<file path="src/rtl/dvp_pkg.sv">
// Shared widths, FSM encoding and counter helper for the oversampling DVP receiver.
package dvp_pkg;

  localparam int unsigned DVP_DW = 8;
  localparam int unsigned PIX_DW = 16;
  localparam int unsigned CNT_W  = 11;

  localparam logic [CNT_W-1:0] CNT_MAX = '1;

  typedef enum logic [1:0] {
    S_IDLE,
    S_VS,
    S_FRAME
  } state_t;

  function automatic logic [CNT_W-1:0] sat_inc(input logic [CNT_W-1:0] v);
    return (v == CNT_MAX) ? v : v + CNT_W'(1);
  endfunction

endpackage

</file>
<file path="src/rtl/dvp_sync_edge.sv">
// Two-flop synchronizer for one asynchronous DVP pin, with rise/fall detect
// taken from the synchronized copy and one extra history flop.
module dvp_sync_edge (
  input  logic clk,
  input  logic rst,
  input  logic din,
  output logic sync,
  output logic rise,
  output logic fall
);

  logic s1, s2, s3;

  always_ff @(posedge clk) begin
    if (rst) begin
      s1 <= 1'b0;
      s2 <= 1'b0;
      s3 <= 1'b0;
    end else begin
      s1 <= din;
      s2 <= s1;
      s3 <= s2;
    end
  end

  assign sync = s2;
  assign rise = s2 & ~s3;
  assign fall = ~s2 & s3;

endmodule

</file>
<file path="src/rtl/dvp_rx.sv">
// Oversampling DVP receiver: pairs DVP bytes into RGB565 pixels, tags them with
// frame position and flags line/frame geometry errors.
module dvp_rx
  import dvp_pkg::*;
#(
  parameter int unsigned H_DISP    = 640,
  parameter int unsigned V_DISP    = 480,
  parameter bit          VSYNC_POL = 1'b1
) (
  input  logic              clk,
  input  logic              rst,
  input  logic              enable,
  input  logic              dvp_pclk,
  input  logic              dvp_vsync,
  input  logic              dvp_href,
  input  logic [DVP_DW-1:0] dvp_data,
  output logic              pix_valid,
  output logic [PIX_DW-1:0] pix_data,
  output logic [CNT_W-1:0]  pix_x,
  output logic [CNT_W-1:0]  pix_y,
  output logic              pix_sof,
  output logic              pix_eol,
  output logic              frame_done,
  output logic              line_err,
  output logic              frame_err,
  output logic [15:0]       frame_cnt
);

  localparam logic [CNT_W-1:0] H_LIM  = CNT_W'(H_DISP);
  localparam logic [CNT_W-1:0] H_LAST = CNT_W'(H_DISP - 1);
  localparam logic [CNT_W-1:0] V_LIM  = CNT_W'(V_DISP);

  logic              pclk_s, pclk_rise, pclk_fall;
  logic              vsync_s, vsync_rise, vsync_fall;
  logic              href_s, href_rise, href_fall;
  logic [DVP_DW-1:0] data_s1, data_s2;

  dvp_sync_edge u_pclk_sync (
    .clk  (clk),
    .rst  (rst),
    .din  (dvp_pclk),
    .sync (pclk_s),
    .rise (pclk_rise),
    .fall (pclk_fall)
  );

  dvp_sync_edge u_vsync_sync (
    .clk  (clk),
    .rst  (rst),
    .din  (dvp_vsync),
    .sync (vsync_s),
    .rise (vsync_rise),
    .fall (vsync_fall)
  );

  dvp_sync_edge u_href_sync (
    .clk  (clk),
    .rst  (rst),
    .din  (dvp_href),
    .sync (href_s),
    .rise (href_rise),
    .fall (href_fall)
  );

  always_ff @(posedge clk) begin
    if (rst) begin
      data_s1 <= '0;
      data_s2 <= '0;
    end else begin
      data_s1 <= dvp_data;
      data_s2 <= data_s1;
    end
  end

  logic unused_sync;
  assign unused_sync = &{1'b0, pclk_s, pclk_fall, vsync_s};

  state_t            state, state_nxt;
  logic              sample, vs_act, vs_inact;
  logic              in_frame, take, line_end, frame_end;
  logic              phase;
  logic [DVP_DW-1:0] hi_byte;
  logic [CNT_W-1:0]  col, row, row_after;

  assign sample   = pclk_rise;
  assign vs_act   = VSYNC_POL ? vsync_rise : vsync_fall;
  assign vs_inact = VSYNC_POL ? vsync_fall : vsync_rise;

  assign in_frame  = (state == S_FRAME);
  assign take      = in_frame && sample && href_s;
  // A line still open when vsync starts is closed here first, so the frame
  // check below sees the row count including it.
  assign line_end  = in_frame && (href_fall || (vs_act && href_s));
  assign frame_end = in_frame && vs_act;
  assign row_after = (line_end && (col != '0)) ? sat_inc(row) : row;

  always_ff @(posedge clk) begin
    if (rst) state <= S_IDLE;
    else     state <= state_nxt;
  end

  always_comb begin
    state_nxt = state;
    case (state)
      S_IDLE:  if (enable && vs_act) state_nxt = S_VS;
      S_VS:    if (vs_inact) state_nxt = S_FRAME;
      S_FRAME: if (vs_act) state_nxt = enable ? S_VS : S_IDLE;
      default: state_nxt = S_IDLE;
    endcase
  end

  always_ff @(posedge clk) begin
    if (rst) begin
      phase      <= 1'b0;
      hi_byte    <= '0;
      col        <= '0;
      row        <= '0;
      pix_valid  <= 1'b0;
      pix_data   <= '0;
      pix_x      <= '0;
      pix_y      <= '0;
      pix_sof    <= 1'b0;
      pix_eol    <= 1'b0;
      frame_done <= 1'b0;
      line_err   <= 1'b0;
      frame_err  <= 1'b0;
      frame_cnt  <= '0;
    end else begin
      pix_valid  <= 1'b0;
      pix_sof    <= 1'b0;
      pix_eol    <= 1'b0;
      frame_done <= 1'b0;

      if (state == S_VS && vs_inact) row <= '0;

      if (href_rise) begin
        phase <= 1'b0;
        col   <= '0;
      end else if (take) begin
        if (!phase) begin
          hi_byte <= data_s2;
          phase   <= 1'b1;
        end else begin
          phase <= 1'b0;
          col   <= sat_inc(col);
          if (col < H_LIM && row < V_LIM) begin
            pix_valid <= 1'b1;
            pix_data  <= {hi_byte, data_s2};
            pix_x     <= col;
            pix_y     <= row;
            pix_sof   <= (col == '0) && (row == '0);
            pix_eol   <= (col == H_LAST);
          end
          if (col >= H_LIM) line_err <= 1'b1;
        end
      end

      if (line_end) begin
        if (phase || col != H_LIM) line_err <= 1'b1;
        row   <= row_after;
        phase <= 1'b0;
        col   <= '0;
      end

      if (frame_end) begin
        frame_done <= 1'b1;
        frame_cnt  <= frame_cnt + 16'd1;
        if (row_after != V_LIM) frame_err <= 1'b1;
      end
    end
  end

endmodule

</file>
<file path="config.mk">
export PLATFORM = sky130hd
export DESIGN_NAME = dvp_rx
export DESIGN_NICKNAME = d
export VERILOG_FILES = /design/src/rtl/dvp_pkg.sv /design/src/rtl/dvp_sync_edge.sv /design/src/rtl/dvp_rx.sv
export SDC_FILE = /design/constraint.sdc
export NUM_CORES = 1
export LEC_CHECK = 0
export BUFFER_PORTS_ARGS = -buffer_cell sky130_fd_sc_hd__buf_2
export CORE_ASPECT_RATIO = 1.25
export CORE_MARGIN = 2
export CORE_UTILIZATION = 50
export CTS_BUF_LIST = sky130_fd_sc_hd__clkbuf_4 sky130_fd_sc_hd__clkbuf_8
export CTS_CLUSTER_DIAMETER = 120
export CTS_CLUSTER_SIZE = 20
export DETAILED_ROUTE_END_ITERATION = 10
export PLACE_DENSITY = 0.72
export SLEW_MARGIN = 10
export SYNTH_ARGS = -nofsm -noshare
export SYNTH_HDL_FRONTEND = slang
export SYNTH_SLANG_ARGS = --single-unit
</file>
<file path="constraint.sdc">
create_clock -name clk -period 2.75 [get_ports clk]
set_input_delay 0.4125 -clock clk [delete_from_list [all_inputs] [get_ports clk]]
set_output_delay 0.4125 -clock clk [all_outputs]
set_load 0.01 [all_outputs]
</file>
**Word-level counts from Yosys, hierarchy flattened**

Index checks and enable logic that the tools add are counted.

- Register bits: 118
- Bits in latches: 0
- Bits in writable memories: 0
- Bits in read-only memories: 0
- Output and inout port bits: 60
- Logic and storage cells: 100
- Memories: 0

- Add/sub/neg operators: 3
- $mul: 0
- Divide/modulo/power cells: 0
- Magnitude comparators: 3
- Equal/unequal tests: 10
- Shift-type cells: 0
- Mux-type cells: 18
- Bitwise operators: 15
- Reduce and logical (&&, ||, !) cells: 25

Operator list:

| cell | number |
|---|---|
| 11-bit two-way mux | 4 |
| 11-bit by 1-bit adder with 11-bit output, second input constant | 2 |
| 11-bit equality test, second input constant | 2 |
| 11-bit zero test | 2 |
| 16-bit by 1-bit adder with 16-bit output, second input constant | 1 |
| 11-bit by 10-bit equality test with 1-bit output, second input constant | 1 |
| 11-bit by 10-bit >= comparator with 1-bit output, second input constant | 1 |
| 11-bit by 10-bit less-than comparator with 1-bit output, second input constant | 1 |
| 11-bit by 9-bit less-than comparator with 1-bit output, second input constant | 1 |
| 11-bit by 10-bit != test with 1-bit output, second input constant | 1 |
| 11-bit by 9-bit != test with 1-bit output, second input constant | 1 |
| 11-bit nonzero test | 1 |
| 1-bit logical AND | 10 |
| 1-bit two-way mux | 10 |
| 1-bit NOT | 10 |
| 3-bit AND reduction | 3 |
| 2-bit two-way mux | 3 |
| 2-bit != test, second input constant | 3 |
| 2-bit one-hot mux with 3 select lines | 1 |
| 1-bit AND | 5 |
| 5-bit OR reduction | 1 |
| 4-bit AND reduction | 1 |
| 4-bit OR reduction | 1 |
| 3-bit OR reduction | 1 |
| other kinds (6) | 7 |

**Longest topological paths before layout**

Gate-level depths: netlist (run 1).

- Depth after elaboration: 9
- Depth in mapped cells: 10
- Mapped depth without buffers: 8

**By module**

From an unflattened synthesis (run 1), not the netlist that was laid out.

- Cells, all modules: 544
- Area total of the unflattened synthesis: 4,665.7 sq um

Modules (own cells, without submodules):

| module | times used | cells an instance | area each (sq um) |
|---|---|---|---|
| dvp_rx | 1 | 520 | 4,391.7 |
| dvp_sync_edge | 3 | 8 | 91.3 |

**Worst setup path before layout (run 1)**

Ideal clock, no wire load.

- Path type: register -> register
- Start point: register col[2]
- End point: register frame_err
- Data arrival time: 2.307 ns
- Data required time: 2.621 ns
- Slack: 0.314 ns
- Stages on the path, launching flop included: 8
- Buffers on the path: 1
- Clock period less this slack: 2.436 ns
- Path through: dfxtp_1 -> or4_1 -> or4_1 -> buf_2 -> and3_4 -> a211o_1 -> a2111oi_2 -> a31oi_1

- Longest elaborated chain between the ends: 5

Ends and longest elaborated chain:

| element | line | RTL |
|---|---|---|
| from (decl) | dvp_rx.sv:83 | `logic [CNT_W-1:0] col, row, row_after;` |
| from (signal assigned) | dvp_rx.sv:145 | `col <= sat_inc(col);` |
| 11-bit nonzero test | dvp_rx.sv:95 | `assign row_after = (line_end && (col != '0)) ? sat_inc(row) : row;` |
| 1-bit logical AND | dvp_rx.sv:95 |  |
| 11-bit two-way mux | dvp_rx.sv:95 |  |
| 11-bit by 9-bit != test with 1-bit output | dvp_rx.sv:168 | `if (row_after != V_LIM) frame_err <= 1'b1;` |
| 2-bit AND reduction (no source line) | n/a |  |
| to (signal assigned) | dvp_rx.sv:126 | `frame_err <= 1'b0;` |
| to (signal assigned) | dvp_rx.sv:168 |  |
| to (decl) | dvp_rx.sv:25 | `output logic frame_err,` |

Every way passes these cells.
A chain may end at the register's enable or synchronous reset.

**Final worst setup path (run 1)**

Ends and elaborated chain as after synthesis.

==> results of run 1 <==
## flip-flops by register name, indices dropped and copies added (netlist names), 2 cells and up
name / cells
pix_y: 11
data_s1: 8
hi_byte: 8
data_s2: 8
pix_data: 16
pix_x: 11
col: 11
row: 11
state: 2
frame_cnt: 16
## layer usage
| metal | part of all wire | global-route usage | wire (um) |
|---|---|---|---|
| met5 | 0 | 0 | 0 |
| met4 | 0.016 | 0.0882 | 161 |
| met2 | 0.49 | 0.342 | 4880 |
| met1 | 0.45 | 0.265 | 4530 |
| met3 | 0.048 | 0.0683 | 486 |
## stage by stage
| step | total power, mW | hold slack, ns | cell area (um2) | instances | setup slack, ns |
|---|---|---|---|---|---|
| floorplan | 1.81 | 0.414 | 4630 | 538 | 0.314 |
| global placement | 1.82 | 0.416 | 5130 | 711 | 0.207 |
| detailed placement | 1.83 | 0.424 | 5130 | 711 | 0.194 |
| CTS | 3.63 | 0.168 | 5580 | 742 | 0.129 |
| global route | 3.72 | 0.169 | 5580 | 742 | 0.0578 |
| finish | 3.60 | 0.193 | 5580 | 742 | 0.135 |
## synth_stat cells
library cell | n | area (um2)
mux2i_1 | 15 | 150
a2111oi_2 | 1 | 15.0
nand4_1 | 16 | 100
or4_1 | 2 | 15.0
xor2_1 | 12 | 105
and3_4 | 1 | 11.3
nand3_1 | 18 | 90.1
and4_1 | 3 | 26.3
nand2b_1 | 4 | 25.0
and2_0 | 1 | 6.26
nor3_1 | 13 | 65.1
nor2_1 | 51 | 191
inv_1 | 9 | 33.8
and2_1 | 2 | 12.5
clkbuf_1 | 28 | 105
dfxtp_1 | 118 | 2360
a211oi_1 | 5 | 37.5
buf_2 | 2 | 10.0
nor3b_1 | 6 | 45.0
and3b_1 | 2 | 17.5
xnor2_1 | 12 | 105
nor4b_1 | 1 | 8.76
or3_1 | 5 | 31.3
o21bai_1 | 2 | 15.0
or2_2 | 1 | 6.26
o21a_1 | 2 | 15.0
a22oi_1 | 1 | 7.51
buf_1 | 2 | 7.51
a21oi_1 | 56 | 280
a211o_1 | 1 | 8.76
nor2b_1 | 31 | 194
nand2_1 | 89 | 334
a41oi_1 | 1 | 8.76
nor4_1 | 5 | 31.3
o21ai_0 | 6 | 30.0
o221ai_1 | 1 | 8.76
and3_1 | 4 | 25.0
ha_1 | 5 | 62.6
nor4bb_1 | 1 | 10.0
a31oi_1 | 2 | 12.5
a21o_1 | 1 | 7.51
## worst register-to-register path: stages, from the launching register on
cell,delay [ns]
dfxtp_1,0.37
or4_1,0.60
or4_1,0.55
and3_4,0.25
a211o_1,0.28
a2111oi_2,0.32
a31oi_1,0.12
## kinds of logic (layout without fill, tap and decap cells)
logic type               after synthesis  count (layout)  synth area share
buffers and inverters                 41             122            0.0337
flip-flops                           118             118             0.510
AND/OR/NAND/NOR                      256             256             0.269
AO/OA/AOI/OAI                         79              79            0.0964
multiplexers                          15              15            0.0324
adder cells (fa/ha/maj)                5               5            0.0135
XOR/XNOR                              24              24            0.0454
## worst max path at each step
stage | end | slack [ns]
2_1_floorplan | frame_err | 0.31
3_3_place_gp | frame_err | 0.21
3_5_place_dp | frame_err | 0.19
4_1_cts | frame_err | 0.13
5_1_grt | frame_err | 0.06
6_report | frame_err | 0.13
## placed cells by master (no fill, tap or decap), types with 4 or more instances in the layout
cell,instances
mux2i_1,15
and3_1,4
buf_4,7
inv_1,9
bufinv_16,5
nand3_1,18
nor3b_1,6
xor2_1,12
nand2_1,89
dfxtp_1,118
a21oi_1,56
nor3_1,13
o21ai_0,6
a211oi_1,5
xnor2_1,12
nand2b_1,4
buf_2,73
ha_1,5
nand4_1,16
or3_1,5
nor2_1,50
nor4_1,5
clkbuf_8,19
nor2b_1,31
## cell type report
class                   instances  share of cell area
repair buffers                 82              0.0820
multi-input cells             379               0.379
inverters                       9             0.00605
clock inverters                 9              0.0311
well taps                     123              0.0276
clock buffers                  22              0.0509
flip-flops and latches        118               0.423
## power breakdown
part / switching, mW / internal (mW)
clock: 0.658 / 1.15
combinational: 0.0332 / 0.0217
sequential: 0.00656 / 1.73
==> flow_metrics.py, run 1 <==
metrics = {
    "worst_setup_path": {
        "cpLargestDelayFamily": "simple AND/OR/NAND/NOR gates",
        "path_max_fanout": 12,
        "timing.rr.start": "col[2]",
        "startpoint": "col[2]",
        "cp_num_cells": 6,
        "rr_endpoint": "frame_err",
        "required_ns": 3.05,
        "cp_cell_sequence": "or4_1 -> or4_1 -> and3_4 -> a211o_1 -> a2111oi_2 -> a31oi_1",
        "reg2reg_slack_ns": 0.13,
        "max_stage_delay_ns": 0.60,
        "startpoint_type": "register",
        "worstSetupPathType": "reg -> reg",
        "path_common_cell": "or4_1",
        "critical_path_buf_inv_count": 0,
        "worstSetupEndpointType": "register",
        "slowest_stage": "or4_1",
        "reg2regPathDepth": 6,
        "critPathArrivalTime_ns": 2.92,
    },
    "global_route": {
        "grt_usage": 0.213,
        "grt_pass1_wl_um": 17500,
        "grt_pass1_vias": 3747,
        "overflow": 0,
        "antenna_found_initial": 0,
        "grt_max_degree": 103,
    },
    "die": {
        "fp-row-count": 39,
        "die_w_um": 90.1,
        "coreArea_um2": 9080,
        "start_util": 0.511,
        "ios": 74,
        "die-height_um": 112,
        "dieArea_um2": 10100,
    },
    "hold_path": {
        "worstHoldEndpoint": "data_s1[3]",
        "hold_depth": 2,
        "hp-start": "dvp_data[3]",
        "hp-class": "in -> reg",
    },
    "cts": {
        "cts-buffers-inserted": 17,
        "ctsHtreeMaxLevel": 4,
        "cts.repair.resized": 0,
        "clkTransAtPathRegs_ns": 0.07,
        "clkLatencyLatePin_ns": 0.42,
        "cts_tree": "yes",
        "postCtsHoldBufs": 0,
        "root_buffer": "clkbuf_8",
        "post-cts-setup-buffer-count": 0,
        "ctsLongestPathBuffers": 2,
        "cts_sinks": 118,
    },
    "pwr": {
        "powerDensity_nw_per_um2": 644,
        "p_leak_nw": 2.22,
        "ir_worst_vdd_mv": 0.448,
    },
    "timing": {
        "timing.final.crit_period_ns": 2.62,
        "slew_viol_final": 0,
        "worst_pin_slew_ns": 0.530,
        "rsz0062_at_grt": "no",
        "setup_violations": 0,
        "slew_headroom": 0.646,
        "finalCritPeriodShare": 0.951,
        "fin_worst_skew_ns": 0.00781,
        "clock.fmax_mhz": 382,
        "final.setup.tns_ns": 0,
        "hold_violations": 0,
    },
    "synth": {
        "ys_types": 41,
        "synth_fp_nets": 557,
        "synth_area_um2": 4630,
        "ys_ff_latch": 118,
        "yosysSeqAreaShare": 0.510,
        "avgSynthCellArea_um2": 8.61,
        "yosysWarnings": 0,
        "synthCells": 538,
    },
    "finish": {
        "final_nets": 626,
        "diodes": 0,
        "num-fill-cells": 852,
        "synthToLayoutAreaGrowth_pct": 20.5,
        "drive_gt1_frac": 0.189,
        "utilization": 0.615,
        "multi_input_area_um2": 2120,
        "regArea_um2": 2360,
    },
    "route": {
        "first_iter_violations": 152,
        "vias_per_cell": 5.14,
        "post-route-drc-count": 0,
        "avgRoutedWirePerCell_um": 13.5,
        "final_antenna_net_count": 0,
        "dr.pass1.iters": 4,
        "vias": 3811,
        "drt_wl_total_um": 10100,
    },
    "placement": {
        "hpwl_um": 6730,
        "globalplace.congestion": 0.874,
        "port_buffers": 73,
    },
    "status": {
        "outcome": "finished, final reports clean",
    },
    "run": {
        "maxCapViolations": 0,
    },
}
(Power assumes the default switching activity.)
==> run 2: changes to the inputs <==
- BUFFER_PORTS_ARGS: -buffer_cell sky130_fd_sc_hd__buf_2 -> default
- DONT_BUFFER_PORTS: default -> 1
- PLACE_DENSITY: 0.72 -> default
==> flow_metrics.py, run 2 (synthesis results as in run 1) <==
metrics = {
    "die": {
        "start_util": 0.511,
        "ios": 74,
        "dieArea_um2": 10100,
        "die-height_um": 112,
        "die_w_um": 90.1,
        "coreArea_um2": 9080,
        "fp-row-count": 39,
    },
    "finish": {
        "reg_top3": "frame_cnt x16, pix_data x16",
        "synthToLayoutAreaGrowth_pct": 11.6,
        "layout_common_cells": "dfxtp_1 (118), nand2_1 (89), a21oi_1 (56), nor2_1 (50), nor2b_1 (31)",
        "final_nets": 554,
        "drive_gt1_frac": 0.0806,
        "utilization": 0.570,
        "final_common_cell": "dfxtp_1",
    },
    "route": {
        "avgRoutedWirePerCell_um": 14.5,
        "route.met2.wl_um": 4610,
        "met3WireLength_um": 468,
        "drt-met1-wl_um": 4530,
        "post-route-drc-count": 0,
        "first_iter_violations": 147,
        "final_antenna_net_count": 0,
        "vias": 3592,
        "drt_wl_total_um": 9680,
        "vias_per_cell": 5.36,
        "dr.pass1.iters": 4,
        "dr.max_layer_used": "met4",
    },
    "cts": {
        "cts_sinks": 118,
        "cts.repair.resized": 0,
        "cts-buffers-inserted": 17,
        "ctsHtreeMaxLevel": 4,
        "post-cts-setup-buffer-count": 0,
        "clkTransAtPathRegs_ns": 0.07,
        "postCtsHoldBufs": 0,
        "root_buffer": "clkbuf_8",
        "ctsLongestPathBuffers": 2,
        "cts_tree": "yes",
        "clkLatencyLatePin_ns": 0.41,
    },
    "worst_setup_path": {
        "worstSetupPathType": "reg -> reg",
        "startpoint_type": "register",
        "required_ns": 3.03,
        "critPathArrivalTime_ns": 2.86,
        "path_max_fanout": 12,
        "worstSetupEndpointType": "register",
    },
    "pwr": {
        "pwr-share-comb": 0.007,
        "p_clk_frac": 0.481,
        "switching_share": 0.196,
        "p_switching_mw": 0.661,
        "ir_worst_vdd_mv": 0.457,
        "pwr-share-seq": 0.513,
        "powerDensity_nw_per_um2": 653,
        "p_leak_nw": 1.81,
        "p_int_mw": 2.72,
    },
    "placement": {
        "globalplace.congestion": 0.873,
        "port_buffers": 0,
        "hpwl_um": 6470,
    },
    "hold_path": {
        "hp-class": "in -> reg",
    },
    "timing": {
        "timing.final.crit_period_ns": 2.58,
        "finalCritPeriodShare": 0.937,
        "clock.fmax_mhz": 388,
        "slew_headroom": 0.455,
        "fin_worst_skew_ns": 0.0164,
        "rsz0062_at_grt": "no",
        "slew_viol_final": 0,
        "final.setup.tns_ns": 0,
        "worst_pin_slew_ns": 0.809,
        "setup_violations": 0,
        "whs_ns": 0.0699,
        "hold_violations": 0,
    },
    "global_route": {
        "grt_usage": 0.203,
        "grt_max_degree": 104,
        "antenna_found_initial": 1,
        "overflow": 0,
        "grt_pass1_vias": 3559,
        "grt_pass1_wl_um": 16700,
    },
    "run": {
        "maxCapViolations": 0,
    },
    "status": {
        "outcome": "finished, final reports clean",
    },
}
-- run 2: final timing paths --
| kind | from | to | slack (ns) | depth (start not counted) |
|---|---|---|---|---|
| min reg2reg | u_href_sync.s1 | u_href_sync.sync | 0.44 | 1 |
| max | col[2] | frame_err | 0.17 | 6 |
| min | rst | data_s1[4] | 0.07 | 1 |
| max reg2reg | col[2] | frame_err | 0.17 | 6 |
-- run 2: metrics by stage --
step	cells	power (mW)	worst slack, ns	area, um2
after floorplan	538	1.81	0.314	4630
after global placement	639	1.79	0.221	4760
after detailed placement	639	1.79	0.204	4760
after CTS	669	3.42	0.190	5170
after global routing	670	3.51	0.0729	5170
final	670	3.38	0.173	5170
-- run 2: worst max-delay path: stages, from the launching register on --
cell       delay, ns
dfxtp_1         0.37
or4_1           0.57
or4_1           0.55
and3_4          0.25
a211o_1         0.27
a2111oi_2       0.32
a31oi_1         0.13
-- run 2: power groups by stage --
stage	registers (mW)	logic, mW	clock network [mW]
finish	1.73	0.0220	1.62
global route	1.73	0.0254	1.75
CTS	1.73	0.0226	1.67
detailed placement	1.77	0.0226	0
global placement	1.77	0.0221	0
floorplan	1.77	0.0384	0
-- run 2: area by class of cell --
type                            count  area, um2
Fill cell                         864       3900
Sequential cell                   118       2360
Multi-Input combinational cell    379       2120
Clock buffer                       22        290
Tap cell                          123        154
Clock inverter                      8        124
Timing Repair Buffer               10       87.6
Inverter                            9       33.8
Antenna cell                        1       2.50
-- run 2: per-layer routing --
layer  vias to the layer above  GRT usage
li1                       1812          -
met1                      1702      0.251
met2                        72      0.331
met3                         6     0.0704
met4                         0     0.0718
met5                         -          0
